<file path="src/rtl/display_scheduler_pkg.sv">
// Shared definitions for the multiplexed 4-digit display scheduler:
// glyph codes, FSM state encoding and the anode one-hot-low table.
package disp_pkg;

    localparam logic [3:0] GLYPH_BLANK = 4'hF;

    typedef enum logic {
        ST_VAL = 1'b0,
        ST_MSG = 1'b1
    } state_e;

    // Nibble s holds the anode pattern for digit s (active-low, one-hot-low).
    localparam logic [15:0] AN_TABLE = {4'b0111, 4'b1011, 4'b1101, 4'b1110};

    function automatic logic [3:0] an_for(input logic [1:0] s);
        return AN_TABLE[{s, 2'b00} +: 4];
    endfunction

    function automatic logic [3:0] nibble(input logic [15:0] w, input logic [1:0] i);
        return w[{i, 2'b00} +: 4];
    endfunction

endpackage

</file>
<file path="src/rtl/display_scheduler_if.sv">
// Bundle between the credit/price datapath, the status-message requester
// and the display scheduler, plus the scanned display drive.
interface display_scheduler_if;
    logic [15:0] val_bcd;
    logic        blank_lz;
    logic        msg_req;
    logic [15:0] msg_code;
    logic        msg_ack;
    logic        busy;
    logic [1:0]  S;
    logic [3:0]  AN;
    logic [3:0]  digit;

    modport master (
        output val_bcd, blank_lz, msg_req, msg_code,
        input  msg_ack, busy, S, AN, digit
    );

    modport slave (
        input  val_bcd, blank_lz, msg_req, msg_code,
        output msg_ack, busy, S, AN, digit
    );
endinterface

</file>
<file path="src/rtl/display_scheduler_scan_prescaler.sv">
// Digit-slot timer: wraps every REFRESH_DIV clocks, pulses scan_en on the last
// count and flags the anti-ghost blank window at the start of each slot.
module scan_prescaler #(
    parameter int REFRESH_DIV = 100000,
    parameter int BLANK_CYC   = 2
) (
    input  logic clk,
    input  logic clr,
    output logic scan_en,
    output logic blank
);
    localparam int              CNT_W     = $clog2(REFRESH_DIV);
    localparam logic [CNT_W-1:0] CNT_LAST  = CNT_W'(REFRESH_DIV - 1);
    localparam logic [CNT_W-1:0] BLANK_LIM = CNT_W'(BLANK_CYC);

    logic [CNT_W-1:0] cnt_q;
    logic [CNT_W-1:0] cnt_d;

    assign scan_en = (cnt_q == CNT_LAST);
    assign blank   = (cnt_q < BLANK_LIM);

    always_comb begin
        cnt_d = scan_en ? '0 : cnt_q + 1'b1;
    end

    always_ff @(posedge clk or posedge clr) begin
        if (clr) begin
            cnt_q <= '0;
        end else begin
            cnt_q <= cnt_d;
        end
    end
endmodule

</file>
<file path="src/rtl/display_scheduler.sv">
// Four-digit scan scheduler: shows a frame-shadowed BCD value with optional
// leading-zero blanking, or a latched status message for MSG_HOLD frames.
module display_scheduler
    import disp_pkg::*;
#(
    parameter int REFRESH_DIV = 100000,
    parameter int BLANK_CYC   = 2,
    parameter int MSG_HOLD    = 250
) (
    input  logic              clk,
    input  logic              clr,
    display_scheduler_if.slave bus
);
    localparam logic [15:0] HOLD_INIT = 16'(MSG_HOLD);

    logic        scan_en;
    logic        blank_win;
    logic        frame_end;

    logic [1:0]  s_q, s_d;
    logic [15:0] shadow_q, shadow_d;
    logic [15:0] msg_q, msg_d;
    logic [15:0] hold_q, hold_d;
    state_e      state_q, state_d;
    logic        ack_q, ack_d;
    logic        busy_q, busy_d;
    logic        blank_lz_q, blank_lz_d;

    logic [3:0]  nz;
    logic [3:0]  lead_zero;
    logic [15:0] digit_src;
    logic [3:0]  digit_mux;

    scan_prescaler #(
        .REFRESH_DIV (REFRESH_DIV),
        .BLANK_CYC   (BLANK_CYC)
    ) u_prescaler (
        .clk     (clk),
        .clr     (clr),
        .scan_en (scan_en),
        .blank   (blank_win)
    );

    assign frame_end = scan_en && (s_q == 2'd3);

    // A request always wins, including on the expiry frame_end, so a fresh
    // message never flashes the value for a frame in between.
    always_comb begin
        s_d        = scan_en ? s_q + 1'b1 : s_q;
        shadow_d   = frame_end ? bus.val_bcd : shadow_q;
        blank_lz_d = bus.blank_lz;
        state_d    = state_q;
        hold_d     = hold_q;
        msg_d      = msg_q;
        ack_d      = 1'b0;
        if (bus.msg_req) begin
            msg_d   = bus.msg_code;
            ack_d   = 1'b1;
            hold_d  = HOLD_INIT;
            state_d = ST_MSG;
        end else if (state_q == ST_MSG && frame_end) begin
            hold_d = hold_q - 1'b1;
            if (hold_q == 16'd1) begin
                state_d = ST_VAL;
            end
        end
        busy_d = (state_d == ST_MSG);
    end

    always_ff @(posedge clk or posedge clr) begin
        if (clr) begin
            s_q        <= 2'd0;
            shadow_q   <= 16'h0000;
            msg_q      <= 16'hFFFF;
            hold_q     <= 16'd0;
            state_q    <= ST_VAL;
            ack_q      <= 1'b0;
            busy_q     <= 1'b0;
            blank_lz_q <= 1'b0;
        end else begin
            s_q        <= s_d;
            shadow_q   <= shadow_d;
            msg_q      <= msg_d;
            hold_q     <= hold_d;
            state_q    <= state_d;
            ack_q      <= ack_d;
            busy_q     <= busy_d;
            blank_lz_q <= blank_lz_d;
        end
    end

    // lead_zero[i]: every shadow digit at index i and above is zero.
    // Digit 0 is never blanked, so an all-zero value still shows "0".
    for (genvar gi = 0; gi < 4; gi++) begin : g_digit_flags
        assign nz[gi] = |shadow_q[gi*4 +: 4];
        if (gi == 0) begin : g_first
            assign lead_zero[gi] = 1'b0;
        end else begin : g_upper
            assign lead_zero[gi] = ~|nz[3:gi];
        end
    end

    always_comb begin
        digit_src = (state_q == ST_MSG) ? msg_q : shadow_q;
        digit_mux = nibble(digit_src, s_q);
        if (state_q == ST_VAL && blank_lz_q && lead_zero[s_q]) begin
            digit_mux = GLYPH_BLANK;
        end
    end

    assign bus.S       = s_q;
    assign bus.AN      = blank_win ? 4'b1111 : an_for(s_q);
    assign bus.digit   = digit_mux;
    assign bus.msg_ack = ack_q;
    assign bus.busy    = busy_q;

endmodule

</file>
<file path="src/flat_wrapper.sv">
// flat-port wrapper written by rule: the top's interface ports become plain ports
module display_scheduler_flat import disp_pkg::*;
#(
    parameter int REFRESH_DIV = 100000,
    parameter int BLANK_CYC   = 2,
    parameter int MSG_HOLD    = 250
)
  (clk, clr, bus_val_bcd, bus_blank_lz, bus_msg_req, bus_msg_code, bus_msg_ack, bus_busy, bus_S, bus_AN, bus_digit);
  display_scheduler_if bus_i ();
  input  logic clk;
  input  logic clr;
  input wire logic [$bits(bus_i.val_bcd)-1:0] bus_val_bcd;
  input wire logic [$bits(bus_i.blank_lz)-1:0] bus_blank_lz;
  input wire logic [$bits(bus_i.msg_req)-1:0] bus_msg_req;
  input wire logic [$bits(bus_i.msg_code)-1:0] bus_msg_code;
  output wire logic [$bits(bus_i.msg_ack)-1:0] bus_msg_ack;
  output wire logic [$bits(bus_i.busy)-1:0] bus_busy;
  output wire logic [$bits(bus_i.S)-1:0] bus_S;
  output wire logic [$bits(bus_i.AN)-1:0] bus_AN;
  output wire logic [$bits(bus_i.digit)-1:0] bus_digit;
  assign bus_i.val_bcd = bus_val_bcd;
  assign bus_i.blank_lz = bus_blank_lz;
  assign bus_i.msg_req = bus_msg_req;
  assign bus_i.msg_code = bus_msg_code;
  assign bus_msg_ack = bus_i.msg_ack;
  assign bus_busy = bus_i.busy;
  assign bus_S = bus_i.S;
  assign bus_AN = bus_i.AN;
  assign bus_digit = bus_i.digit;
  display_scheduler #(.REFRESH_DIV(REFRESH_DIV), .BLANK_CYC(BLANK_CYC), .MSG_HOLD(MSG_HOLD)) u_core (.clk(clk), .clr(clr), .bus(bus_i));
endmodule
</file>
<file path="config.mk">
export PLATFORM = sky130hd
export DESIGN_NAME = display_scheduler_flat
export DESIGN_NICKNAME = d
export VERILOG_FILES = /design/src/rtl/display_scheduler_pkg.sv /design/src/rtl/display_scheduler_if.sv /design/src/rtl/display_scheduler_scan_prescaler.sv /design/src/rtl/display_scheduler.sv /design/src/flat_wrapper.sv
export SDC_FILE = /design/constraint.sdc
export NUM_CORES = 1
export LEC_CHECK = 0
export CORE_AREA = 4 4 148 93
export DETAILED_ROUTE_END_ITERATION = 8
export DIE_AREA = 0 0 152 97
export PLACE_DENSITY = 0.53
export SLEW_MARGIN = 20
export SYNTH_ARGS = -nofsm -noshare
export SYNTH_HDL_FRONTEND = slang
export SYNTH_HIERARCHICAL = 1
export SYNTH_SLANG_ARGS = --single-unit
</file>
<file path="constraint.sdc">
create_clock -name clk -period 6.35 [get_ports clk]
set_input_delay 0.635 -clock clk [delete_from_list [all_inputs] [get_ports clk]]
set_output_delay 0.635 -clock clk [all_outputs]
set_load 0.01 [all_outputs]
</file>
==> results by group, run 1 <==
Power
  – Seq pwr share: between 40% and 50%
  – Clock power share: roughly half
  – Switch Pwr: between 0.2 and 0.25 mW
  – Power Dens Cells: 247 nW/µm²
  – Internal power: between 0.8 and 0.9 mW
  – Worst VDD drop: about 0.12 mV
  – Comb pwr share: about 6.6%
  – Leak: around 1.7 nW
  – Sw frac: approximately 20%

STA
  – Period utilization: a little over half
  – Achievable Freq: between 0.2 and 0.3 GHz
  – Final hold slack: about 500 ps
  – Setup TNS Final: 0 ps
  – Crit path time final: 3380 ps
  – Endpoints failing setup: 0
  – RSZ-0062 raised after global routing: false
  – Final WS setup: 2970 ps
  – Clk_skew: 4.70 ps
  – Final hold vios: 0
  – Slew @ Worst Pin: just under 800 ps
  – Max Transition Viols Final: 0
  – Rel. slew slack: 47.0%

GRT
  – Largest net degree at the start of global routing: 35
  – Total GRT Usage: between 10% and 20%
  – Grt ovf: 0
  – Antenna violations before repair: 0
  – Vias in the first global route: about 2,400
  – First-pass GRT wire length: roughly 13 mm

Cells and area
  – Finished Core Util: roughly a third
  – Area growth, synth to finish: 28.1%
  – Layout cells sized above 1: a little under a quarter
  – Final instance area: 4380 µm²
  – Number of antenna diodes: 0
  – Nets: 377

Min path
  – Min-delay worst type: reg -> reg
  – Worst Hold Endpoint: u_core/u_prescaler/cnt_q[14]$_DFF_PP0_
  – Worst hold start: u_core/u_prescaler/cnt_q[14]$_DFF_PP0_
  – Min-Delay Path Depth: 1

Critical path
  – Worst R2R Setup Slack: 3320 ps
  – CP max FO: 6
  – Req. time, crit path: between 5000 and 6000 ps
  – Reg2reg start: u_core/u_prescaler/cnt_q[1]$_DFF_PP0_
  – Reg2reg end: u_core/hold_q[11]$_DFFE_PP0P_
  – Critical path capture point type: output pin
  – Reg2Reg Depth: 7
  – Crit Path Category: reg -> out
  – Critical Path Start Type: register
  – WP data arrival: between 2000 and 3000 ps

Clock tree
  – Hold_buf cts: 0
  – Post-CTS setup buffer count: 0
  – Clock Path Buffers: 2
  – CTS Buf Count: 9
  – Clk pin slew, worst setup/hold paths: around 50 ps
  – H-tree depth: 3
  – Clock sinks: 70
  – Clock root buffer: clkbuf_16
  – CTS resizes: 0
  – TritonCTS clock tree: built
  – Clock latency on the worst-skew pair: between 300 and 400 ps

Flow run
  – Max_cap viols: 0

Drt
  – Post-route ant nets: 0
  – Remaining DRCs: 0
  – Final Routed Wirelength: between 7 and 8 mm
  – Wirelength per Cell: between 10 and 15 µm
  – Drt first-iter violations: 108
  – Drt pass-1 iters: 4
  – Vias post-DR: ~2,300
  – Via density per instance: 4.54

Placed design
  – Placer Congestion: between 0.7 and 0.8
  – Placed Instance Area: 4060 µm²
  – Setup WS pre-CTS: 3280 ps
  – HPWL Detailed: between 5 and 6 mm
  – I/O Buffers: 47

Yosys
  – Cell Area, Synth: approximately 3400 µm²
  – Post-synthesis instance total: approximately 290
  – Synth Register Bits: 70
  – Ys async rst share: 100%
  – Ys flop type: dfrtp_1
  – EDFF count, synth: 0
  – Synth warn: 6
  – Syn nets: 329
  – Synth Area per Inst: roughly 12 µm²
  – Synth unique cells: 40
  – Register area share after synthesis: just over 50%

Floorplan
  – Initial Util: between 20% and 30%
  – FP Rows: 32
  – Die height: slightly below 100 µm
  – Full die area: about 15,000 µm²
  – Core Area: 12,500 µm²
  – IO Count: between 40 and 50
  – Die Wd: 152 µm

Run status
  – Status: finished clean
[registers in the layout, summed over array words and instances, names as in the netlist]
name,count
u_core/bus.msg_ack,1
u_core/u_prescaler/cnt_q,17
u_core/blank_lz_q,1
u_core/bus.S,2
u_core/hold_q,16
u_core/shadow_q,16
u_core/msg_q,16
u_core/bus.busy,1
[synth_stat cells, drive strengths merged (9+ instances only)]
cell	count	area, µm²
nor4	11	103
nor2	22	82.6
mux2	32	360
dfrtp	54	1350
nand3	9	45.0
nor3	13	76.3
dfstp	16	420
xnor2	16	140
nand2	18	67.6
nand4	9	56.3
xor2	9	78.8
[routing by layer]
layer / share of wire (%) / up-vias / routed length, µm / GRT usage (%)
met1: 51 / 1143 / 3810 / 15.8
li1: - / 1117 / - / -
met4: 0.48 / 0 / 36 / 2.14
met3: 5.3 / 6 / 398 / 3.84
met5: 0 / - / 0 / 0
met2: 43 / 47 / 3220 / 15.2
[power by group through the flow]
stage	clock network (mW)	logic [mW]	registers [mW]
floorplan	0	0.0367	0.483
global placement	0	0.0720	0.487
detailed placement	0	0.0727	0.487
CTS	0.546	0.0729	0.480
global route	0.569	0.0781	0.482
finish	0.531	0.0710	0.480
[kinds of logic (layout without fill, tap and decap cells)]
group           count (synthesis)  in the layout  share of synthesized area, %
xor+xnor                       25             25                          6.40
simple gates                  109            109                          18.2
buf+inv                        20             73                          2.49
fa+ha+maj                       7              7                          2.56
flops                          70             70                          51.8
mux                            41             41                          16.1
compound gates                 14             14                          2.45
[worst max path at each step]
stage	from	to	slack [ps]	cells after the start
global route	u_core/u_prescaler/cnt_q[11]$_DFF_PP0_	bus_AN[3]	2730	6
global placement	u_core/u_prescaler/cnt_q[0]$_DFF_PP0_	u_core/bus.busy$_DFFE_PP0P_	3310	7
detailed placement	u_core/u_prescaler/cnt_q[1]$_DFF_PP0_	u_core/bus.busy$_DFFE_PP0P_	3280	7
CTS	u_core/u_prescaler/cnt_q[11]$_DFF_PP0_	bus_AN[3]	2930	6
floorplan	u_core/u_prescaler/cnt_q[0]$_DFF_PP0_	u_core/hold_q[11]$_DFFE_PP0P_	3780	9
finish	u_core/u_prescaler/cnt_q[11]$_DFF_PP0_	bus_AN[3]	2970	6
[placed cells by master, fill, tap and decap left out, types with 2 or more instances in the layout]
cell              n
or4_1             5
o21ai_0           4
inv_1             7
a21oi_1           5
mux4_2            8
nor4_1            7
buf_4             2
clkbuf_1          2
clkbuf_16         9
mux2_2           32
xnor2_1          16
dfstp_2          16
dfrtp_1          54
nor2b_1           2
ha_1              7
bufinv_16         2
or3_1             2
nor4_2            3
nand2_1          18
nand3_1           9
nor3_1           12
clkdlybuf4s50_1  47
nand3b_1          4
nand4_1           9
nand2b_1          7
xor2_1            9
nor2_1           22
and3_1            2
clkinv_2          2
[worst max-delay path, cell delays in order, from the launching register on]
cell             delay (ps)
dfrtp_1                 430
nor4_1                  300
nand2_1                 140
or4_1                   510
nor4_2                  320
nand2b_1                170
clkdlybuf4s50_1         540
[through the flow]
step | power [mW] | std cells
floorplan | 0.520 | 286
global placement | 0.559 | 493
detailed placement | 0.560 | 493
CTS | 1.10 | 509
global route | 1.13 | 509
finish | 1.08 | 509
[area by class of cell]
cell class / count / area (µm²)
fillers: 1261 / 8110
multi-input cells: 196 / 1560
flip-flops and latches: 70 / 1770
repair buffers: 49 / 485
clock buffers: 12 / 246
well taps: 170 / 213
inverters: 8 / 30.0
clock inverters: 4 / 70.1
Note: power is estimated with default switching activity, not from simulation.
==> run 2: changes to the inputs <==
--- a/config.mk
+++ b/config.mk
@@ -8,7 +8,7 @@
 export CORE_AREA = 4 4 148 93
 export DETAILED_ROUTE_END_ITERATION = 8
 export DIE_AREA = 0 0 152 97
-export PLACE_DENSITY = 0.53
+export PLACE_DENSITY = 0.55
 export SLEW_MARGIN = 20
 export SYNTH_ARGS = -nofsm -noshare
 export SYNTH_HDL_FRONTEND = slang
==> constraint.sdc (replaced) <==
create_clock -name clk -period 3.08 [get_ports clk]
set_input_delay 0.308 -clock clk [delete_from_list [all_inputs] [get_ports clk]]
set_output_delay 0.308 -clock clk [all_outputs]
set_load 0.01 [all_outputs]
==> run 2 against run 1 <==
Routed wire length rose by 2.2%; sequential power rose by 110%; global-route usage grew 0.41 points; via count is 1.5% higher; non-clock buffer count grew 7; cell count increased by 1.2%; power up 100%; flip-flop and latch count unchanged; largest cell class unchanged; highest routed layer unchanged.
==> results by group, run 2 (same netlist as run 1, synthesis figures left out) <==
Run status
  – Status: finished clean

STA
  – Crit path time final: 2970 ps
  – Endpoints failing setup: 0
  – RSZ-0062 raised after global routing: false
  – Final hold vios: 0
  – Achievable Freq: roughly 0.34 GHz
  – Final hold slack: 442 ps
  – Clk_skew: roughly 3.6 ps
  – Setup TNS Final: 0 ps
  – Period utilization: between 90% and 100%
  – Rel. slew slack: approximately 36%
  – Max Transition Viols Final: 0
  – Slew @ Worst Pin: around 960 ps

Floorplan
  – Full die area: 14,700 µm²
  – Die Wd: 152 µm
  – FP Rows: 32
  – Core Area: between 10,000 and 15,000 µm²
  – Die height: between 90 and 100 µm
  – Initial Util: 27.4%
  – IO Count: 48

Power
  – Leak: 1.75 nW
  – Worst VDD drop: 0.231 mV
  – Total power: between 2 and 2.5 mW
  – Power Dens Cells: 488 nW/µm²

Drt
  – Wirelength per Cell: between 10 and 15 µm
  – Via density per instance: around 4.6
  – Remaining DRCs: 0
  – Post-route ant nets: 0
  – Final Routed Wirelength: 7.63 mm
  – Vias post-DR: 2,347
  – Drt first-iter violations: 138
  – Drt pass-1 iters: 4

Clock tree
  – TritonCTS clock tree: built
  – CTS Buf Count: 9
  – Clock Path Buffers: 2
  – Clk pin slew, worst setup/hold paths: about 50 ps
  – Hold_buf cts: 0
  – Clock sinks: 70
  – Clock latency on the worst-skew pair: 330 ps
  – Clock root buffer: clkbuf_16
  – H-tree depth: 3

GRT
  – Total GRT Usage: between 10% and 20%
  – Largest net degree at the start of global routing: 46
  – First-pass GRT wire length: about 13 mm
  – Antenna violations before repair: 0
  – Grt ovf: 0
  – Vias in the first global route: ~2,500

Cells and area
  – Commonest non-fill, non-tap cells in the layout: dfrtp_1, clkdlybuf4s50_1, mux2_2
  – Max reg flops: 17
  – Post-route insts no fill: 515
  – Commonest non-fill, non-tap cell in the layout: dfrtp_1
  – Nets: 384
  – Number of antenna diodes: 0
  – Finished Core Util: between 30% and 40%
  – Layout cells sized above 1: 25.8%
  – Most flops, register: u_core/u_prescaler/cnt_q
  – Area growth, synth to finish: 29.8%

Critical path
  – Reg2Reg Depth: 8
  – CP max FO: 5
  – Critical Path Start Type: register
  – WP data arrival: 2660 ps
  – Req. time, crit path: between 2000 and 3000 ps
  – Crit Path Category: reg -> out
  – Critical-path top delay cell: or4_1
  – Crit path cell chain: or4_1, or4_4, nor4_4, nand2b_1, clkdlybuf4s50_1
  – Critical path capture point type: output pin
  – Slowest stage delay, CP: approximately 550 ps

Placed design
  – I/O Buffers: 47
  – Placer Congestion: roughly 0.78
  – HPWL Detailed: between 5 and 6 mm
  – DP Cell Count: around 500

Min path
  – Min-delay worst type: in -> async

Flow run
  – Max_cap viols: 0
run 2: layout make-up:
type | instances | area, µm²
inverters | 8 | 31.3
fillers | 1246 | 8050
repair buffers | 56 | 538
multi-input cells | 196 | 1590
clock buffers | 14 | 264
well taps | 170 | 213
clock inverters | 1 | 30.0
flip-flops and latches | 70 | 1770
run 2: final timing paths:
check / startpoint / to / slack (ps)
hold reg to reg: u_core/shadow_q[3]$_DFFE_PP0N_ / u_core/shadow_q[3]$_DFFE_PP0N_ / 510
setup reg to reg: u_core/u_prescaler/cnt_q[11]$_DFF_PP0_ / u_core/hold_q[11]$_DFFE_PP0P_ / 470
min in group clk: bus_blank_lz / u_core/blank_lz_q$_DFF_PP0_ / 450
setup / recovery: u_core/u_prescaler/cnt_q[7]$_DFF_PP0_ / bus_AN[0] / 110
hold / removal: clr / u_core/u_prescaler/cnt_q[7]$_DFF_PP0_ / 440
max in group asynchronous: clr / u_core/msg_q[5]$_DFFE_PP1P_ / 1930
run 2: worst max-delay path, delay by kind of cell, from the launching register on:
family	cells	cell delay [ps]
buf+inv	1	530
flops	1	420
simple gates	4	1380
run 2: timing repair:
| action | 4_1_cts | 5_1_grt |
|---|---|---|
| endpoints found under the setup margin | 3 | 4 |
| setup buffers | 0 | 1 |
| resized for setup | 1 | 4 |
run 2: layer usage:
layer	wire length [µm]	vias to the layer above	GRT usage, %
met5	0	-	0
met3	390	8	4.34
met1	3990	1166	16.2
met4	65	0	2.49
met2	3180	45	15.6
li1	-	1128	-
run 2: power by group:
part	switching [mW]	internal [mW]
Sequential	0.0202	0.970
Combinational	0.0580	0.0949
Clock	0.356	0.667
Total	0.435	1.73
run 2: through the flow:
| stage | setup slack, ps | instance area (µm²) |
|---|---|---|
| CTS | 22.4 | 4410 |
| finish | 111 | 4440 |
| global placement | 370 | 4110 |
| floorplan | 509 | 3420 |
| global route | 33.5 | 4440 |
| detailed placement | 358 | 4110 |
